[config.mk]
export PLATFORM = sky130hd
export DESIGN_NAME = opb_register_simulink2ppc_snap
export DESIGN_NICKNAME = d
export VERILOG_FILES = /design/src/rtl/opb_register_simulink2ppc_snap.sv
export SDC_FILE = /design/constraint.sdc
export NUM_CORES = 1
export LEC_CHECK = 0
export ABC_CLOCK_PERIOD_IN_PS = 1800
export CORE_MARGIN = 2
export CORE_UTILIZATION = 25
export DETAILED_ROUTE_END_ITERATION = 7
export GPL_TIMING_DRIVEN = 0
export PLACE_DENSITY = 0.64
export SLEW_MARGIN = 20
export SYNTH_ARGS = -nofsm -noshare
export SYNTH_HDL_FRONTEND = slang
export SYNTH_SLANG_ARGS = --single-unit
[constraint.sdc]
create_clock -name OPB_Clk -period 1.8 [get_ports OPB_Clk]
set_input_delay 0.36 -clock OPB_Clk [delete_from_list [all_inputs] [get_ports OPB_Clk]]
set_output_delay 0.36 -clock OPB_Clk [all_outputs]
set_load 0.1 [all_outputs]
[src/rtl/opb_register_simulink2ppc_snap.sv]
// OPB slave that snapshots a fabric word on a qualified strobe and exposes DATA/STATUS/CONTROL to software.
// Optional capture timestamp at offset 0xC is built only when SIMULINK2PPC_TIMESTAMP_EN is defined.
`timescale 1ns/1ps
module opb_register_simulink2ppc_snap #(
    parameter logic [31:0] C_BASEADDR   = 32'hFFFFFFFF,
    parameter logic [31:0] C_HIGHADDR   = 32'h00000000,
    parameter int          C_OPB_AWIDTH = 32,
    parameter int          C_OPB_DWIDTH = 32,
    parameter              C_FAMILY     = "virtex5"
) (
    input  logic                        OPB_Clk,
    input  logic                        OPB_Rst_n,
    input  logic [0:C_OPB_AWIDTH-1]     OPB_ABus,
    input  logic [0:C_OPB_DWIDTH/8-1]   OPB_BE,
    input  logic [0:C_OPB_DWIDTH-1]     OPB_DBus,
    input  logic                        OPB_RNW,
    input  logic                        OPB_select,
    input  logic                        OPB_seqAddr,
    output logic [0:C_OPB_DWIDTH-1]     Sl_DBus,
    output logic                        Sl_xferAck,
    output logic                        Sl_errAck,
    output logic                        Sl_retry,
    output logic                        Sl_toutSup,
    input  logic [31:0]                 user_data_in,
    input  logic                        user_data_valid,
    output logic                        user_armed
);

    localparam int unused_family_bits = $bits(C_FAMILY);

    logic        hit;
    logic        busy;
    logic        vld_p0;
    logic        rnw_p0;
    logic        be3_p0;
    logic [1:0]  off_p0;
    logic [2:0]  wbits_p0;
    logic [31:0] rd_word;
    logic [31:0] ts_word;

    logic [31:0] data_q;
    logic        valid_q;
    logic        ovf_q;
    logic        armed_q;
    logic        cont_q;
    logic [15:0] count_q;

    logic        cap;
    logic        ctl_wr;
    logic        ctl_clr;
    logic        data_rd;

    logic        unused_ok;

    function automatic logic [31:0] pack_status(input logic [15:0] cnt, input logic cont,
                                                input logic armed, input logic ovf,
                                                input logic valid);
        // OPB bit 31 is the numeric LSB, so flags sit in the low nibble and count in the top half.
        return {cnt, 12'd0, cont, armed, ovf, valid};
    endfunction

    assign Sl_errAck  = 1'b0;
    assign Sl_retry   = 1'b0;
    assign Sl_toutSup = 1'b0;
    assign unused_ok  = ^{OPB_seqAddr, OPB_BE[0:C_OPB_DWIDTH/8-2], OPB_DBus[0:C_OPB_DWIDTH-4]};

    assign hit     = (OPB_ABus >= C_BASEADDR) && (OPB_ABus <= C_HIGHADDR);
    assign cap     = user_data_valid && armed_q;
    assign ctl_wr  = vld_p0 && !rnw_p0 && (off_p0 == 2'd2) && be3_p0;
    assign ctl_clr = ctl_wr && wbits_p0[1];
    assign data_rd = vld_p0 && rnw_p0 && (off_p0 == 2'd0);

    always_comb begin
        rd_word = '0;
        case (off_p0)
            2'd0:    rd_word = data_q;
            2'd1:    rd_word = pack_status(count_q, cont_q, armed_q, ovf_q, valid_q);
            2'd3:    rd_word = ts_word;
            default: rd_word = '0;
        endcase
    end

    // Stage p0: accept a request; busy blocks re-acceptance until select drops.
    always_ff @(posedge OPB_Clk) begin
        if (!OPB_Rst_n) begin
            busy       <= 1'b0;
            vld_p0     <= 1'b0;
            rnw_p0     <= 1'b0;
            be3_p0     <= 1'b0;
            off_p0     <= 2'd0;
            wbits_p0   <= 3'd0;
            Sl_xferAck <= 1'b0;
            Sl_DBus    <= '0;
        end else begin
            busy       <= OPB_select && (busy || hit);
            vld_p0     <= OPB_select && hit && !busy;
            rnw_p0     <= OPB_RNW;
            be3_p0     <= OPB_BE[3];
            off_p0     <= OPB_ABus[28:29];
            wbits_p0   <= {OPB_DBus[29], OPB_DBus[30], OPB_DBus[31]};
            // Stage p1: acknowledge, returning register state from before this edge's capture.
            Sl_xferAck <= vld_p0;
            Sl_DBus    <= (vld_p0 && rnw_p0) ? rd_word : '0;
        end
    end

    always_ff @(posedge OPB_Clk) begin
        if (!OPB_Rst_n) begin
            data_q  <= '0;
            valid_q <= 1'b0;
            ovf_q   <= 1'b0;
            armed_q <= 1'b0;
            cont_q  <= 1'b0;
            count_q <= '0;
        end else begin
            if (cap)
                data_q <= user_data_in;

            if (ctl_clr)
                valid_q <= 1'b0;
            else if (cap)
                valid_q <= 1'b1;
            else if (data_rd)
                valid_q <= 1'b0;

            if (ctl_clr)
                ovf_q <= 1'b0;
            else if (cap && valid_q)
                ovf_q <= 1'b1;

            if (ctl_clr)
                count_q <= '0;
            else if (cap)
                count_q <= count_q + 16'd1;

            // Arm only ever sets; the one-shot capture is the only thing that disarms.
            if (ctl_wr && wbits_p0[0])
                armed_q <= 1'b1;
            else if (cap && !cont_q)
                armed_q <= 1'b0;

            if (ctl_wr)
                cont_q <= wbits_p0[2];
        end
    end

    assign user_armed = armed_q;

`ifdef SIMULINK2PPC_TIMESTAMP_EN
    logic [31:0] ts_cnt;
    logic [31:0] ts_q;

    always_ff @(posedge OPB_Clk) begin
        if (!OPB_Rst_n) begin
            ts_cnt <= '0;
            ts_q   <= '0;
        end else begin
            ts_cnt <= ts_cnt + 32'd1;
            if (cap)
                ts_q <= ts_cnt;
        end
    end

    assign ts_word = ts_q;
`else
    assign ts_word = '0;
`endif

endmodule

==> After elaboration in Yosys (flattened, before gate mapping) <==
Index checks and enable logic that the tools add are counted.
{ "word_totals": {"wordCells": 48, "ff_bits": 94} }
{ "op_classes": {"mux": 5, "magnitude_cmp": 2, "add_sub_neg": 1, "reduce_logical": 23, "bitwise_logic": 1, "eq_ne": 2} }
{ "ops": {"columns": ["cell", "n"], "rows": [
  ["$pmux W32 S2", 1],
  ["$ge A32 B32 Y1 const B", 1],
  ["$le A32 B1 Y1 const B", 1],
  ["$add A16 B1 Y16 const B", 1],
  ["$logic_and A1 B1 Y1", 14],
  ["$mux W1", 4],
  ["$reduce_bool A2 Y1", 2],
  ["$logic_not A1 Y1", 3],
  ["$eq A2 B1 Y1 const B", 1],
  ["$eq A2 B2 Y1 const B", 1],
  ["$logic_not A2 Y1", 1],
  ["$reduce_and A2 Y1", 1],
  ["$reduce_or A2 Y1", 1],
  ["$logic_or A1 B1 Y1", 1],
  ["$not A1 Y1", 1]
]} }

==> Depth between registers and ports, before layout <==
{ "depth": {"ltp_word": 6, "ltp_mapped": 7, "mapped_depth_nobuf": 5} }

==> Least setup slack after synthesis <==
OpenSTA, ideal clock, no wires.
{ "synth_timing": {"path_type": "flip-flop to flip-flop", "from": "register armed_q, in the netlist user_armed", "to": "register count_q[14]", "setup_ns": 0.070, "arrival_time_ns": 2.359, "setup_slack_ns": -0.628, "period_less_slack_ns": 2.428, "path_stages_with_launch": 5, "cell_sequence": "dfxtp_1 > nand3_1 > or4_4 > or3_1 > a21oi_1"} }
{ "synth_between": {"elab_chain_len": 1} }
{ "synth_rtl": {"columns": ["item", "line", "source"], "rows": [
  ["start, declared", "44", "logic armed_q;"],
  ["start signal, assigned", "112", "armed_q <= 1'b0;"],
  ["start signal, assigned", "138", "armed_q <= 1'b1;"],
  ["start signal, assigned", "140", "armed_q <= 1'b0;"],
  ["$logic_and A1 B1 Y1", "68", "assign cap = user_data_valid && armed_q;"],
  ["end signal, assigned", "134", "count_q <= count_q + 16'd1;"],
  ["end, declared", "46", "logic [15:0] count_q;"]
]} }
Every way passes these cells.
A chain may end at the register's enable or synchronous reset.

==> Worst setup path in the final report <==
{ "layout_timing": {"from": "register off_p0[0]", "to": "register count_q[0]"} }
{ "layout_between": {"elab_chain_len": 5} }
{ "layout_rtl": {"columns": ["item", "line", "source"], "rows": [
  ["start, declared", "36", "logic [1:0] off_p0;"],
  ["start signal, assigned", "99", "off_p0 <= OPB_ABus[28:29];"],
  ["$eq A2 B2 Y1", "69", "assign ctl_wr = vld_p0 && !rnw_p0 && (off_p0 == 2'd2) && be3_p0;"],
  ["$logic_and A1 B1 Y1 (2 in series)", "69", null],
  ["$logic_and A1 B1 Y1", "70", "assign ctl_clr = ctl_wr && wbits_p0[1];"],
  ["$reduce_or A2 Y1 (no line)", null, null]
]} }
Every way passes these cells.

==> flow_metrics.py <==
metrics = {
    "logic_synthesis": {
        "synth_area_per_cell_sq_um": 9.45,
        "syn-instance-count": 352,
        "synthTopCellsByArea": "dfxtp_1 56%, nand2_1 8.2%, a21boi_0 7.4%",
        "synth_cell_type_count": 32,
        "synth.cells.most_frequent": "93 x dfxtp_1, 73 x nand2_1, 33 x a21boi_0",
        "synthFlopType": "dfxtp_1",
        "synth_edf_count": 0,
        "yosysWarnings": 0,
        "yosys.area.top_type": "dfxtp_1",
        "yosysMostFrequentCell": "dfxtp_1",
        "syn_area_sq_mm": 0.00333,
        "async_flop_share_pct": 0,
        "yosysSeqAreaShare_pct": 56.0,
        "ys_ff_latch": 93,
        "synth_top_area_share_pct": 56.0,
    },
    "cells_and_area": {
        "instances_no_fill": 623,
        "finalInstanceArea_sq_mm": 0.00470,
        "antenna_cells": 0,
        "area_growth_syn_to_layout_pct": 41.3,
        "nets": 549,
        "layout-drive-gt1-share_pct": 17.0,
    },
    "clocking": {
        "clk_path_buf_depth": 2,
        "clkTransAtPathRegs_ns": 0.06,
        "htreeDepth": 3,
        "cts_tree": "yes",
        "root_buffer": "clkbuf_16",
        "clock-sinks": 93,
        "clk_latency_ns": 0.34,
        "cts_made_buffers": 9,
        "cts_hold_buf": 0,
    },
    "flow_run": {
        "maxCapViolCount": 0,
    },
    "critical_path": {
        "worstPathArrival_ns": 1.94,
        "r2r.worst_path.cells": 7,
        "reg2reg_slack_ns": 0.09,
        "worst_setup_path_start_kind": "register",
        "cp_data_required_time_ns": 2.03,
        "worst_setup_path_end_kind": "register",
        "crit_fanout": 10,
        "r2r_start": "off_p0[0]",
        "critPathKind": "register to register",
        "r2r-end": "count_q[0]",
    },
    "die": {
        "core_sq_mm": 0.0131,
        "die_y_microns": 119,
        "dieArea_sq_mm": 0.0142,
        "die_width_microns": 119,
        "rows": 42,
        "start_util_pct": 25.3,
        "num_io_pins": 143,
    },
    "grt": {
        "grt_pass1_wl_mm": 12.8,
        "grt.total_usage_pct": 11.7,
        "first_global_vias": 2616,
        "grt_remaining_overflow": 0,
        "grt_antenna_before_repair": 0,
        "grt_max_degree": 16,
    },
    "route": {
        "vias_per_cell": 4.17,
        "dr.max_layer_used": "met4",
        "dr_wl_met2_mm": 3.65,
        "drc": 0,
        "vias": 2598,
        "met1_length_mm": 3.61,
        "wire_per_inst_microns": 12.4,
        "drt-initial-drc-count": 107,
        "firstDrtPassIters": 4,
        "routed_wl_mm": 7.74,
        "ant_nets": 0,
        "wl_met3_microns": 324,
    },
    "placement": {
        "place_area_sq_mm": 0.00431,
        "hpwlAfterDp_mm": 5.77,
        "pre_cts_ws_ns": -0.477,
        "dp_cells": 606,
        "place_congestion": 0.742,
        "port-buffer-count": 75,
    },
    "sta": {
        "fmax_mhz": 585,
        "skew_ns": 0.00593,
        "period_share_pct": 95.0,
        "rsz0062_at_grt": "yes",
        "tightest_slew_ns": 0.749,
        "finalWorstSetupSlack_ns": 0.0892,
        "fin_crit_ns": 1.71,
        "hold_ws_ns": 0.446,
        "setup_viol": 0,
        "maxSlewViolCount": 0,
        "final_hold_viol_count": 0,
        "timing.setup.tns_ns": 0,
        "maxSlewHeadroom_pct": 50.1,
    },
    "pwr": {
        "sw_frac_of_total_pct": 21.0,
        "intPower_mw": 3.29,
        "combPwrFrac_pct": 5.2,
        "ir_worst_vdd_mv": 0.451,
        "powerDensity_mw_per_mm2": 886,
        "p_clk_share_pct": 45.1,
        "pwr-share-seq_pct": 49.7,
        "p_leak_nw": 1.59,
        "power_switching_uw": 876,
    },
    "outcome": {
        "status": "finished clean",
    },
    "min_path": {
        "hold_end": "user_armed",
        "whs_path_depth": 2,
        "hold_class": "register to register",
        "min_from": "wbits_p0[0]",
    },
}
critical path, stage by stage, from the launching register on:
cell	delay [ns]
dfxtp_1	0.30
clkbuf_1	0.14
nand2b_1	0.19
nor3_2	0.28
a21bo_2	0.18
buf_2	0.20
clkbuf_4	0.25
nor2_1	0.07
kinds of logic (layout without fill, tap and decap cells):
group	count (synthesis)	count (layout)	synth area share, %
XOR/XNOR	10	10	2.63
adder cells (fa/ha/maj)	1	1	0.376
AO/OA/AOI/OAI	49	49	10.0
buffers and inverters	26	118	3.31
multiplexers	21	21	6.32
AND/OR/NAND/NOR	151	151	21.3
other	1	4	0.113
flip-flops	93	93	56.0
worst max-delay path by stage:
stage | from | end | slack [ns] | cells after the start
after global placement | user_data_valid | data_q[2] | -0.45 | 6
after detailed placement | user_data_valid | data_q[1] | -0.48 | 6
final | off_p0[0] | count_q[0] | 0.09 | 7
after floorplan | user_armed | count_q[14] | -0.01 | 4
after global routing | OPB_Rst_n | Sl_DBus[21] | -0.04 | 6
after CTS | count_q[3] | count_q[14] | 0.02 | 4
placed cells by master (no fill, tap or decap), drive strengths merged:
cell	count
mux2i	21
nand3	3
o21ai	7
clkinv	2
clkbuf	26
clkdlybuf4s50	40
nand2b	2
inv	4
buf	7
nand4	5
and4	1
xor2	5
a21boi	33
nor2b	1
a21oi	8
nor3	3
or4	2
dfxtp	93
dlygate4sd2	1
nor2	32
clkinvlp	3
nand3b	1
or3	5
and2	21
a21bo	1
nand2	73
conb	4
clkdlybuf4s15	34
or4b	1
xnor2	5
bufinv	1
nor4	1
ha	1
per-stage QoR:
stage          util [%]  power, mW
5_1_grt            35.8       4.33
3_5_place_dp       32.8       2.34
6_report           35.8       4.16
4_1_cts            35.7       4.23
2_1_floorplan         -       2.22
3_3_place_gp       32.8       2.33
power by group through the flow:
stage	registers (mW)	clock network, mW	logic, mW
floorplan	2.13	0	0.0906
global placement	2.12	0	0.215
detailed placement	2.12	0	0.217
CTS	2.07	1.94	0.217
global route	2.07	2.03	0.230
finish	2.07	1.88	0.215
what timing repair did:
item / in CTS / in global routing
pin swaps: 1 / 0
setup buffers: 1 / 0
gates resized for setup: 114 / 7
endpoints found under the setup margin: 88 / 24
metal layers:
metal / track usage [%] / vias up
met5: 0 / -
met3: 3.16 / 14
met4: 5.29 / 0
met2: 19.5 / 50
met1: 14.2 / 1206
li1: - / 1328
flip-flops by register name, summed over array words and instances, names as in the netlist:
| name | count |
|---|---|
| wbits_p0 | 3 |
| ovf_q | 1 |
| rnw_p0 | 1 |
| user_armed | 1 |
| Sl_DBus | 32 |
| valid_q | 1 |
| cont_q | 1 |
| data_q | 32 |
| off_p0 | 2 |
| vld_p0 | 1 |
| be3_p0 | 1 |
| Sl_xferAck | 1 |
| count_q | 16 |
layout make-up:
cell class              count  area (sq um)
clock buffers              10           239
multi-input cells         236          1380
inverters                   4          15.0
plain buffers              22           104
fillers                  1381          8440
clock inverters             6          62.6
flip-flops and latches     93          1880
repair buffers             76           800
well taps                 176           220
Power figures use the tool's default switching activity.
